`src/rtl/bit_collector_pkg.sv`:
```
// -----------------------------------------------------------------------------
// bit_collector_pkg
//   Types and helpers used by the serial-to-parallel bit collector.
//   - state_e     : collector control state. The 2-bit encoding is fixed
//                   (IDLE=0, SHIFT=1, FULL=2) so that waveforms and any
//                   external decode agree with the RTL.
//   - cnt_width() : width of the bit counter for a given word size.
// -----------------------------------------------------------------------------
package bit_collector_pkg;

  typedef enum logic [1:0] {
    ST_IDLE  = 2'd0,  // no bits held
    ST_SHIFT = 2'd1,  // 1 .. Size-1 bits held
    ST_FULL  = 2'd2   // complete word held, waiting for ready_i
  } state_e;

  // Smallest width that can hold every count from 0 to size inclusive.
  function automatic int cnt_width(input int size);
    return $clog2(size + 1);
  endfunction

endpackage : bit_collector_pkg

```
`src/rtl/bit_collector_shift_in_reg.sv`:
```
// -----------------------------------------------------------------------------
// shift_in_reg
//   Size-bit right-shift register. New bits enter at the MSB, so after Size
//   shifts the first bit received sits at bit 0 (LSB-first serial order).
//
// Ports
//   clock       : rising-edge clock
//   reset       : asynchronous, active-high; clears the register
//   clear_i     : synchronous clear (priority over shift_en_i)
//   shift_en_i  : shift bit_i in at the MSB this cycle
//   bit_i       : serial data bit
//   data_o      : current register contents
// -----------------------------------------------------------------------------
module shift_in_reg
  import bit_collector_pkg::*;
#(
  parameter int Size = 8
) (
  input  logic            clock,
  input  logic            reset,
  input  logic            clear_i,
  input  logic            shift_en_i,
  input  logic            bit_i,
  output logic [Size-1:0] data_o
);

  logic [Size-1:0] data_q;
  logic [Size-1:0] data_d;

  always_comb begin
    data_d = data_q;
    if (clear_i) begin
      data_d = '0;
    end else if (shift_en_i) begin
      data_d = {bit_i, data_q[Size-1:1]};
    end
  end

  // NOTE: state registers use non-blocking (<=) so every flop samples the
  // pre-edge value of every other flop; blocking here would create ordering
  // dependent simulation and a mismatch against synthesized hardware.
  // The word is a plain register (not a memory), so resetting it is cheap and
  // gives a deterministic data_o out of reset.
  always_ff @(posedge clock or posedge reset) begin
    if (reset) begin
      data_q <= '0;
    end else begin
      data_q <= data_d;
    end
  end

  assign data_o = data_q;

endmodule : shift_in_reg

```
`src/rtl/bit_collector.sv`:
```
// -----------------------------------------------------------------------------
// bit_collector
//   Serial-to-parallel collector. Assembles Size valid bits (LSB first) into
//   a word, presents it with writeEn_o and holds it until ready_i accepts it.
//   A transfer and the first bit of the next word may share a cycle, so a
//   continuous bit stream is collected with no bubbles when ready_i is high.
//
// Ports
//   clock       : sole clock, rising edge
//   reset       : asynchronous, active-high
//   bit_i       : serial data bit (LSB of the word first)
//   bitValid_i  : bit_i is valid this cycle
//   flush_i     : synchronous abort of partial/held word; clears overflow
//   ready_i     : downstream accepts the presented word
//   data_o      : assembled word (partial contents outside FULL)
//   writeEn_o   : data_o holds a complete word
//   busy_o      : a partial or held word exists
//   overflow_o  : sticky; a bit arrived while a word was held and not accepted
// -----------------------------------------------------------------------------
module bit_collector
  import bit_collector_pkg::*;
#(
  parameter int Size = 8  // legal range 2..64
) (
  input  logic            clock,
  input  logic            reset,
  input  logic            bit_i,
  input  logic            bitValid_i,
  input  logic            flush_i,
  input  logic            ready_i,
  output logic [Size-1:0] data_o,
  output logic            writeEn_o,
  output logic            busy_o,
  output logic            overflow_o
);

  localparam int CntW = cnt_width(Size);

  state_e          state_q, state_d;
  logic [CntW-1:0] count_q, count_d;
  logic            write_en_q, write_en_d;
  logic            busy_q, busy_d;
  logic            overflow_q, overflow_d;

  logic            shift_en;
  logic            clear;
  logic            last_bit;

  // The bit being sampled now completes the word.
  assign last_bit = (count_q == CntW'(Size - 1));

  // ---------------------------------------------------------------------------
  // Next-state logic
  // ---------------------------------------------------------------------------
  // NOTE: every signal assigned in this block gets a default first; without
  // it a path that skips an assignment would infer a latch.
  always_comb begin
    state_d    = state_q;
    count_d    = count_q;
    write_en_d = write_en_q;
    overflow_d = overflow_q;
    shift_en   = 1'b0;
    clear      = 1'b0;

    if (flush_i) begin
      // Flush wins over everything; any same-cycle bit is discarded.
      state_d    = ST_IDLE;
      count_d    = '0;
      write_en_d = 1'b0;
      overflow_d = 1'b0;
      clear      = 1'b1;
    end else begin
      unique case (state_q)
        ST_IDLE, ST_SHIFT: begin
          if (bitValid_i) begin
            shift_en = 1'b1;
            if (last_bit) begin
              state_d    = ST_FULL;
              count_d    = CntW'(Size);
              write_en_d = 1'b1;
            end else begin
              state_d = ST_SHIFT;
              count_d = count_q + CntW'(1);
            end
          end
        end

        ST_FULL: begin
          if (ready_i) begin
            // Transfer on this edge. A same-cycle bit starts the next word;
            // shifting it in at the MSB pushes out the word just accepted.
            write_en_d = 1'b0;
            if (bitValid_i) begin
              shift_en = 1'b1;
              state_d  = ST_SHIFT;
              count_d  = CntW'(1);
            end else begin
              state_d = ST_IDLE;
              count_d = '0;
            end
          end else if (bitValid_i) begin
            // Word not accepted: the incoming bit is dropped, data holds.
            overflow_d = 1'b1;
          end
        end

        default: begin
          state_d    = ST_IDLE;
          count_d    = '0;
          write_en_d = 1'b0;
        end
      endcase
    end

    // busy_o is a registered decode of the next state so it lines up with
    // state_q without a combinational path to the output.
    busy_d = (state_d != ST_IDLE);
  end

  // ---------------------------------------------------------------------------
  // Control registers
  // ---------------------------------------------------------------------------
  always_ff @(posedge clock or posedge reset) begin
    if (reset) begin
      state_q    <= ST_IDLE;
      count_q    <= '0;
      write_en_q <= 1'b0;
      busy_q     <= 1'b0;
      overflow_q <= 1'b0;
    end else begin
      state_q    <= state_d;
      count_q    <= count_d;
      write_en_q <= write_en_d;
      busy_q     <= busy_d;
      overflow_q <= overflow_d;
    end
  end

  // ---------------------------------------------------------------------------
  // Data path
  // ---------------------------------------------------------------------------
  shift_in_reg #(
    .Size (Size)
  ) u_shift_in_reg (
    .clock      (clock),
    .reset      (reset),
    .clear_i    (clear),
    .shift_en_i (shift_en),
    .bit_i      (bit_i),
    .data_o     (data_o)
  );

  assign writeEn_o  = write_en_q;
  assign busy_o     = busy_q;
  assign overflow_o = overflow_q;

endmodule : bit_collector

```
`config.mk`:
```
export PLATFORM = sky130hd
export DESIGN_NAME = bit_collector
export DESIGN_NICKNAME = d
export VERILOG_FILES = /design/src/rtl/bit_collector_pkg.sv /design/src/rtl/bit_collector_shift_in_reg.sv /design/src/rtl/bit_collector.sv
export SDC_FILE = /design/constraint.sdc
export NUM_CORES = 1
export LEC_CHECK = 0
export BUFFER_PORTS_ARGS = -buffer_cell sky130_fd_sc_hd__buf_2
export CAP_MARGIN = 15
export CORE_MARGIN = 1
export CORE_UTILIZATION = 56
export CTS_CLUSTER_SIZE = 10
export DETAILED_ROUTE_END_ITERATION = 8
export PLACE_DENSITY = 0.81
export SYNTH_ARGS = -nofsm -noshare
export SYNTH_HDL_FRONTEND = slang
export SYNTH_SLANG_ARGS = --single-unit
```
`constraint.sdc`:
```
create_clock -name clock -period 3.7 [get_ports clock]
set_input_delay 0.185 -clock clock [delete_from_list [all_inputs] [get_ports clock]]
set_output_delay 0.185 -clock clock [all_outputs]
set_load 0.01 [all_outputs]
```
* After elaboration in Yosys (flattened, before gate mapping)
Index checks and enable logic that the tools add are counted.
** Storage, ports and cells
- Word-level logic and storage cells :: 51
- Input bits :: 6
- Output and inout port bits :: 11
- Register bits :: 17
** Cells by class
- $add $sub $neg :: 1
- Muxes and demuxes :: 28
- Equal/unequal tests :: 7
- Reductions and logical operators :: 9
** Operators by type and width (number)
- $mux W4 :: 4
- $mux W8 :: 2
- $mux W1 :: 14
- $ne A3 B3 Y1 const B :: 3
- $mux W2 :: 4
- $pmux W4 S2 :: 1
- $reduce_bool A2 Y1 :: 4
- $reduce_and A3 Y1 :: 2
- $add A4 B1 Y4 const B :: 1
- $eq A4 B3 Y1 const B :: 1
- $pmux W1 S2 :: 2
- $pmux W2 S2 :: 1
- $eq A2 B1 Y1 const B :: 1
- $eq A2 B2 Y1 const B :: 1
- $logic_not A2 Y1 :: 1
- $ne A2 B2 Y1 const B :: 1
- $reduce_and A2 Y1 :: 1
- $reduce_or A2 Y1 :: 1

* Longest topological paths before layout
Gate-level depths: netlist of the first run.
- Depth after elaboration :: 6
- Mapped depth :: 5
- Depth with buffers taken out :: 5

* By module
From an unflattened synthesis of the first run, not the netlist that was laid out.
** Unflattened totals
- Cells, all modules :: 81
- Area, all modules :: 860.8 um^2
** By module, submodules not included
- bit_collector :: sequential area each 225.2 um^2, area an instance 531.8 um^2, cells an instance 54, times used 1
- shift_in_reg :: sequential area each 200.2 um^2, area an instance 329.1 um^2, cells an instance 27, times used 1

* Worst setup path before layout of the first run
No wires, ideal clock.
- Kind :: flip-flop to flip-flop
- Start :: register count_q[0]
- End :: register count_q[0]
- Buffers on the path :: 0
- Arrival time :: 1.174 ns
- Setup slack :: 2.440 ns
- Library setup time :: 0.086 ns
- Stages on the path, launching flop included :: 6
- Required time :: 3.614 ns
- Period minus slack after synthesis :: 1.260 ns
- Cells stage by stage :: dfrtp_1 ha_1 and3b_1 nor3_1 nor3_1 nor3_1
** On the way
- Longest elaborated chain between the ends :: 5
- Elaborated cells between the ends (all ways) :: 6
- Those cells by class :: 1 x add/sub; 1 x eq/ne; 4 x mux
** Ends and longest elaborated chain
- start, declared :: RTL line bit_collector.sv:40 : logic [CntW-1:0] count_q, count_d;
- start signal, assigned :: RTL line bit_collector.sv:132 : count_q <= count_d;
- $add A4 B1 Y4 or $eq A4 B3 Y1 (tied branches) :: RTL line bit_collector.sv:83, bit_collector.sv:50
- $mux W4 (*) :: RTL line bit_collector.sv:77 : if (last_bit) begin
- $mux W4 (*) :: RTL line bit_collector.sv:75 : if (bitValid_i) begin
- $pmux W4 S2 (*) :: RTL line bit_collector.sv:73 : unique case (state_q)
- $mux W4 (*) :: RTL line bit_collector.sv:65 : if (flush_i) begin
Mark *: on every way between the ends. The rest lies on a longest branch, timed or not. The select of a mux whose other input is x is not followed.
A chain may end at the register's enable or synchronous reset.

* Worst setup path after layout of the first run
- Start :: register state_q[1]
- End :: register count_q[3]
** On the way
- Longest elaborated chain between the ends :: 4
- Elaborated cells between the ends (all ways) :: 9
- Those cells by class :: 4 x eq/ne; 2 x mux; 3 x reduce/logical
** Ends and longest elaborated chain
- start, declared :: RTL line bit_collector.sv:39 : state_e state_q, state_d;
- start signal, assigned :: RTL line bit_collector.sv:131 : state_q <= state_d;
- $eq A2 B1 Y1 or $logic_not A2 Y1 (tied branches) :: RTL line bit_collector.sv:73
- $reduce_or A2 Y1 :: RTL line bit_collector.sv:73
- $pmux W4 S2 or $ne A3 B3 Y1 (tied branches)
- $mux W4 or $reduce_and A2 Y1 (tied branches)
Parallel ways exist; a longest one is shown, timed or not.

==> results of run 1 <==
## metal layers
layer | global-route usage | up-vias
li1 | - | 314
met1 | 0.274 | 284
met2 | 0.290 | 28
met3 | 0.0326 | 4
met4 | 0.133 | 0
met5 | 0 | -
## power by group through the flow
stage          combinational (W)  sequential, W   clock, W
3_3_place_gp           0.0000319       0.000199          0
2_1_floorplan          0.0000238       0.000199          0
3_5_place_dp           0.0000321       0.000199          0
5_1_grt                0.0000369       0.000196   0.000106
4_1_cts                0.0000333       0.000195  0.0000992
6_report               0.0000331       0.000195  0.0000958
## cells in the final DEF, fill, tap and decap left out, types with 3 or more instances in the layout
master and n:
nor2_1 18, dfrtp_1 17, clkbuf_4 3, a211oi_1 3, buf_2 16, a21oi_1 7, mux2i_1 8, nor3_1 4
## final cells by class
class,instances,share of cell area
well taps,15,0.0199
multi-input cells,56,0.380
repair buffers,17,0.0956
flip-flops and latches,17,0.452
inverters,3,0.0252
clock buffers,4,0.0279
## state kept, by name, indices dropped and copies added (netlist names)
| name | count |
|---|---|
| busy_o | 1 |
| count_q | 4 |
| overflow_o | 1 |
| state_q | 2 |
| u_shift_in_reg.data_o | 8 |
| writeEn_o | 1 |
## cells by family after synthesis
family	count (synthesis)
simple gates	31
flops	17
compound gates	16
mux	8
buf+inv	7
fa+ha+maj	1
## how the worst max path moves through the flow
stage	startpoint	end	slack [ps]	cells past startpoint
6_report	state_q[1]$_DFF_PP0_	count_q[3]$_DFFE_PP0P_	2170	4
2_1_floorplan	count_q[0]$_DFFE_PP0P_	count_q[0]$_DFFE_PP0P_	2440	5
3_5_place_dp	state_q[1]$_DFF_PP0_	count_q[3]$_DFFE_PP0P_	2230	4
4_1_cts	state_q[1]$_DFF_PP0_	count_q[3]$_DFFE_PP0P_	2210	4
5_1_grt	state_q[1]$_DFF_PP0_	count_q[3]$_DFFE_PP0P_	2110	4
3_3_place_gp	state_q[1]$_DFF_PP0_	count_q[3]$_DFFE_PP0P_	2240	4
## tightest hold or removal path, stage by stage
cell and delay (ps):
buf_2 70, mux2i_1 50, nor2_1 70
## stage by stage
step           std cells   util
6_report             112  0.698
5_1_grt              112  0.698
4_1_cts              112  0.698
3_5_place_dp         107  0.671
3_3_place_gp         107  0.671
2_1_floorplan         80      -
## what timing repair did
action,in CTS,in global routing
setup endpoints to repair,0,0
hold buffers,1,0
hold endpoints to repair,17,0
==> impl_metrics.yaml, run 1 <==
outcome:
  status: "finished clean"
floorplanning:
  die_x_microns: 40.8
  dieArea_sq_mm: 0.00166
  die_y_microns: 40.8
  start_util: 0.624
  coreArea_sq_mm: 0.00135
  row_count: 13
  io_pins: 17
worst_setup_path:
  cp-start-kind: "register"
  cpPeakStageDelay_ps: 660
  setup.worst_path.end_class: "register"
  critical-path-top-delay-family: "flip-flops"
  required_ps: 3860
  slowest_stage: "dfrtp_1"
  path_cells: "nor3b_2 > nor2_2 > a31oi_1 > a211oi_1"
  r2r-end: "count_q[3]$_DFFE_PP0P_"
  cp_max_fo: 10
  path_buf_inv: 0
  worstRegToRegCells: 4
  r2r-start: "state_q[1]$_DFF_PP0_"
  crit_type: "reg -> reg"
  arrival_ps: 1690
  reg2reg_slack_ps: 2170
clock_tree:
  cts_buffers: 3
  cts_max_path_buffers: 2
  cts_tree: "built"
  cts_setup_buffers: 0
  clkTransAtPathRegs_ps: 90
  cts_num_sinks: 17
  postCtsResizedCells: 0
  cts_root_buf: "clkbuf_4"
  cts_max_level: 1
  insertion_delay_ps: 280
timing:
  relSlewSlack: 0.576
  hold_ws_ps: 136
  layout_setup_ws_ps: 2170
  period_share: 0.413
  hold_violations: 0
  fin_tns_setup_ps: 0
  fin_crit_ps: 1530
  worstMarginPinSlew_ps: 635
  drv_slew: 0
  rsz0062_at_grt: "no"
  max_freq_mhz: 655
  finalClockSkew_ps: 1.78
  setup_viol: 0
logic_synthesis:
  synth_top_family_by_area: "simple AND/OR/NAND/NOR gates"
  synth_area_leaders: "dfrtp_1 (51%), mux2i_1 (9.5%), nor2_1 (8.0%), a21oi_1 (4.2%), a211oi_1 (2.7%)"
  synth_fp_nets: 87
  async_flop_share: 1.00
  synth-compound-area-share: 0.132
  ys_top_cells_by_count: "nor2_1 (18), dfrtp_1 (17), mux2i_1 (8)"
  yosys.area_share.xor_xnor: 0
  ys_seq_area_frac: 0.505
  yosys.area_share.simple: 0.183
  synth_area_sq_um: 842
  netlist_instances: 80
  ys_ff_latch: 17
  synth_edf_count: 0
  synthMuxAreaShare: 0.0951
  yosys.area_share.adder: 0.0149
  ys_types: 28
  synthFlopType: "dfrtp_1"
  synth_top_area_frac: 0.505
  yosysMostFrequentCell: "nor2_1"
  yosys_warnings: 0
  synth.avg_cell_area_sq_um: 10.5
  synth_largest_area_cell: "dfrtp_1"
drt:
  postRouteAntennaNets: 0
  first_pass_iters: 4
  first_iter_violations: 15
  routed.top_layer: "met4"
  wl_met3_microns: 87
  avgRoutedWirePerCell_microns: 13.4
  routed_wl_microns: 1500
  wl_met1_microns: 724
  routed-wl-met2_microns: 669
  drc: 0
  vias_per_cell: 5.63
  detailroute.via_count: 630
placed_design:
  dp_hpwl_microns: 995
  dp_slack_ps: 2230
  portBuffers: 16
  gp_congestion: 0.814
  place_area_sq_um: 906
power_and_ir_drop:
  p_switching_w: 0.0000793
  leakagePower_nw: 0.502
  design_power_total_w: 0.000324
  peakVddDrop_mv: 0.236
  switching_share: 0.245
  seqPwrFrac: 0.602
  p_clk_frac: 0.296
  power.internal_w: 0.000245
  power.density_mw_per_mm2: 344
  pwr-share-comb: 0.102
job:
  max-cap-violations: 0
grt:
  grt_pass1_wl_microns: 2120
  grt_max_degree: 18
  track_usage: 0.201
  grt_pass1_vias: 508
  antenna_found_initial: 0
  grt_overflow: 0
layout:
  n_fill_cell: 108
  finish.instance_area_sq_um: 942
  layout.nets: 105
  area_growth_pct: 11.9
  diodes: 0
  multi_input_area_sq_um: 358
  ff_latch_area_sq_um: 425
  drive_above_1_share: 0.258
hold_path:
  hp-start: "bit_i"
  whs_endpoint: "u_shift_in_reg.data_o[7]$_DFFE_PP0P_"
  min_path_cells: 3
  hp-class: "in -> reg"
No activity file was read; power rests on OpenSTA's default activity.
==> run 2: changes to the inputs <==
- ABC_AREA: not set -> 1
- CORE_UTILIZATION: 56 -> 47
- PLACE_DENSITY: 0.81 -> 0.72
- clock period: 3.7 -> 1.3 ns (I/O delays scaled with it)
==> run 2 against run 1 <==
Clock skew increased by 4.6 ps; critical path depth increased by 1; sequential power increased to 2.9 times the previous value; first-iteration DRC count increased by 60%; global-route usage increased by 0.98 points; die area increased by 25%; flip-flop and latch count unchanged; wire length increased by 23%; largest power group unchanged.
==> impl_metrics.yaml, run 2 <==
outcome:
  status: "finished clean"
drt:
  vias_per_cell: 4.98
  wl_met1_microns: 897
  detailroute.via_count: 801
  first_pass_iters: 4
  postRouteAntennaNets: 0
  drc: 0
  routed_wl_microns: 1840
  avgRoutedWirePerCell_microns: 11.4
  wl_met3_microns: 57
  routed-wl-met2_microns: 853
  first_iter_violations: 24
  routed.top_layer: "met4"
grt:
  grt_max_degree: 18
  grt_pass1_vias: 743
  grt_overflow: 0
  track_usage: 0.211
  grt_pass1_wl_microns: 3080
  antenna_found_initial: 0
clock_tree:
  cts_max_level: 1
  cts_root_buf: "clkbuf_4"
  cts_max_path_buffers: 2
  clkTransAtPathRegs_ps: 100
  cts_tree: "built"
  insertion_delay_ps: 290
  cts_num_sinks: 17
  cts_buffers: 3
hold_path:
  hp-class: "in -> reg"
worst_setup_path:
  cpMostUsedCell: "nand2_1"
  cp_max_fo: 8
  critical-path-top-delay-family: "flip-flops"
  slowest_stage: "dfrtp_2"
  crit_type: "reg -> reg"
  required_ps: 1540
  setup.worst_path.end_class: "register"
  path_buf_inv: 0
  arrival_ps: 1430
  cpPeakStageDelay_ps: 500
  cp-start-kind: "register"
  path_cells: "nand2_2 > nand2_1 > a21oi_1 > nand3_1 > nand2_1"
layout:
  final_cell_mix: "nand2_1 (35), nand3_1 (18), dfrtp_1 (16), buf_2 (16), inv_1 (11)"
  final_common_cell: "nand2_1"
  area_growth_pct: 18.5
  multi_input_area_sq_um: 399
  drive_above_1_share: 0.257
  largest_reg_flops: 8
  n_fill_cell: 159
  diodes: 0
  layout.nets: 144
  ff_latch_area_sq_um: 427
timing:
  hold_violations: 0
  fin_crit_ps: 1190
  setup_viol: 0
  layout_setup_ws_ps: 111
  worstMarginPinSlew_ps: 620
  max_freq_mhz: 841
  drv_slew: 0
  hold_ws_ps: 88.5
  finalClockSkew_ps: 6.42
  fin_tns_setup_ps: 0
  relSlewSlack: 0.586
  rsz0062_at_grt: "no"
  period_share: 0.915
logic_synthesis:
  yosys_warnings: 0
  netlist_instances: 113
  ys_top_cells_by_count: "nand2_1 (36), nand3_1 (18), dfrtp_1 (17)"
  yosysMostFrequentCell: "nand2_1"
  synth_area_sq_um: 891
  ys_ff_latch: 17
  ys_seq_area_frac: 0.478
  synth_area_leaders: "dfrtp_1 (48%), nand2_1 (15%), nand3_1 (10%), inv_1 (4.6%), nor2_1 (4.2%)"
  synth_fp_nets: 120
  async_flop_share: 1.00
  synth.avg_cell_area_sq_um: 7.88
  synth_largest_area_cell: "dfrtp_1"
  synth_edf_count: 0
  synthFlopType: "dfrtp_1"
  ys_types: 18
  synth_top_area_frac: 0.478
floorplanning:
  die_x_microns: 45.5
  coreArea_sq_mm: 0.00175
  io_pins: 17
  dieArea_sq_mm: 0.00207
  start_util: 0.510
  row_count: 15
  die_y_microns: 45.5
placed_design:
  portBuffers: 16
  dp_slack_ps: 100
  dp_hpwl_microns: 1370
  gp_congestion: 0.934
power_and_ir_drop:
  peakVddDrop_mv: 0.694
  power.internal_w: 0.000699
  seqPwrFrac: 0.584
  p_switching_w: 0.000254
  p_clk_frac: 0.299
  pwr-share-comb: 0.117
  leakagePower_nw: 0.613
  switching_share: 0.266
  power.density_mw_per_mm2: 902
job:
  max-cap-violations: 0
[run 2: power groups by stage]
stage / Sequential [W] / Clock, W / Combinational (W)
after floorplan: 0.000566 / 0 / 0.0000655
after global placement: 0.000565 / 0 / 0.000101
after detailed placement: 0.000566 / 0 / 0.000103
after CTS: 0.000556 / 0.000287 / 0.000107
after global routing: 0.000558 / 0.000305 / 0.000127
final: 0.000556 / 0.000285 / 0.000111
[run 2: final cells by class]
| cell class | instances | share of cell area |
|---|---|---|
| tap | 25 | 0.0296 |
| sequential | 17 | 0.404 |
| clock buffer | 3 | 0.0213 |
| clock inverter | 1 | 0.00474 |
| timing repair buffer | 21 | 0.116 |
| multi-input combinational | 81 | 0.378 |
| inverter | 13 | 0.0462 |
[run 2: metal layers]
layer  vias to the layer above  track usage
met5                         -            0
met4                         0        0.109
met3                         8       0.0238
met2                        23        0.326
met1                       364        0.289
li1                        406            -
[run 2: cells by family (layout without fill, tap and decap cells)]
family | Yosys count | count (layout) | synth area share
AND/OR/NAND/NOR | 72 | 72 | 0.364
flip-flops | 17 | 17 | 0.478
buffers and inverters | 15 | 38 | 0.0801
AO/OA/AOI/OAI | 8 | 8 | 0.0646
adder cells (fa/ha/maj) | 1 | 1 | 0.0140
[run 2: worst paths after layout]
| path | from | to | cells past startpoint | slack [ps] |
|---|---|---|---|---|
| max | state_q[1]$_DFF_PP0_ | u_shift_in_reg.data_o[2]$_DFFE_PP0P_ | 5 | 110 |
| min | flush_i | count_q[0]$_DFFE_PP0P_ | 4 | 90 |
| max reg2reg | state_q[1]$_DFF_PP0_ | u_shift_in_reg.data_o[2]$_DFFE_PP0P_ | 5 | 110 |
| min reg2reg | overflow_o$_DFFE_PP0P_ | overflow_o$_DFFE_PP0P_ | 2 | 500 |
| max in group asynchronous | reset | state_q[1]$_DFF_PP0_ | 3 | 490 |
| min in group asynchronous | reset | state_q[1]$_DFF_PP0_ | 3 | 380 |
[run 2: worst min-delay path: cells and delay by family]
family / cells / cell delay, ps
simple gates: 3 / 160
buf+inv: 1 / 130
[run 2: repair_timing]
action	4_1_cts	5_1_grt
resized for setup	0	3
hold endpoints to repair	18	0
buffers inserted	0	1
endpoints found under the setup margin	0	5
hold buffers	2	0
[run 2: stage by stage]
step                 util  instance area, sq um  power (W)  cells
global placement    0.570                   995   0.000666    154
floorplan               -                   891   0.000632    113
finish              0.605                  1060   0.000952    161
detailed placement  0.570                   995   0.000668    154
global route        0.605                  1060   0.000989    161
CTS                 0.597                  1040   0.000950    160
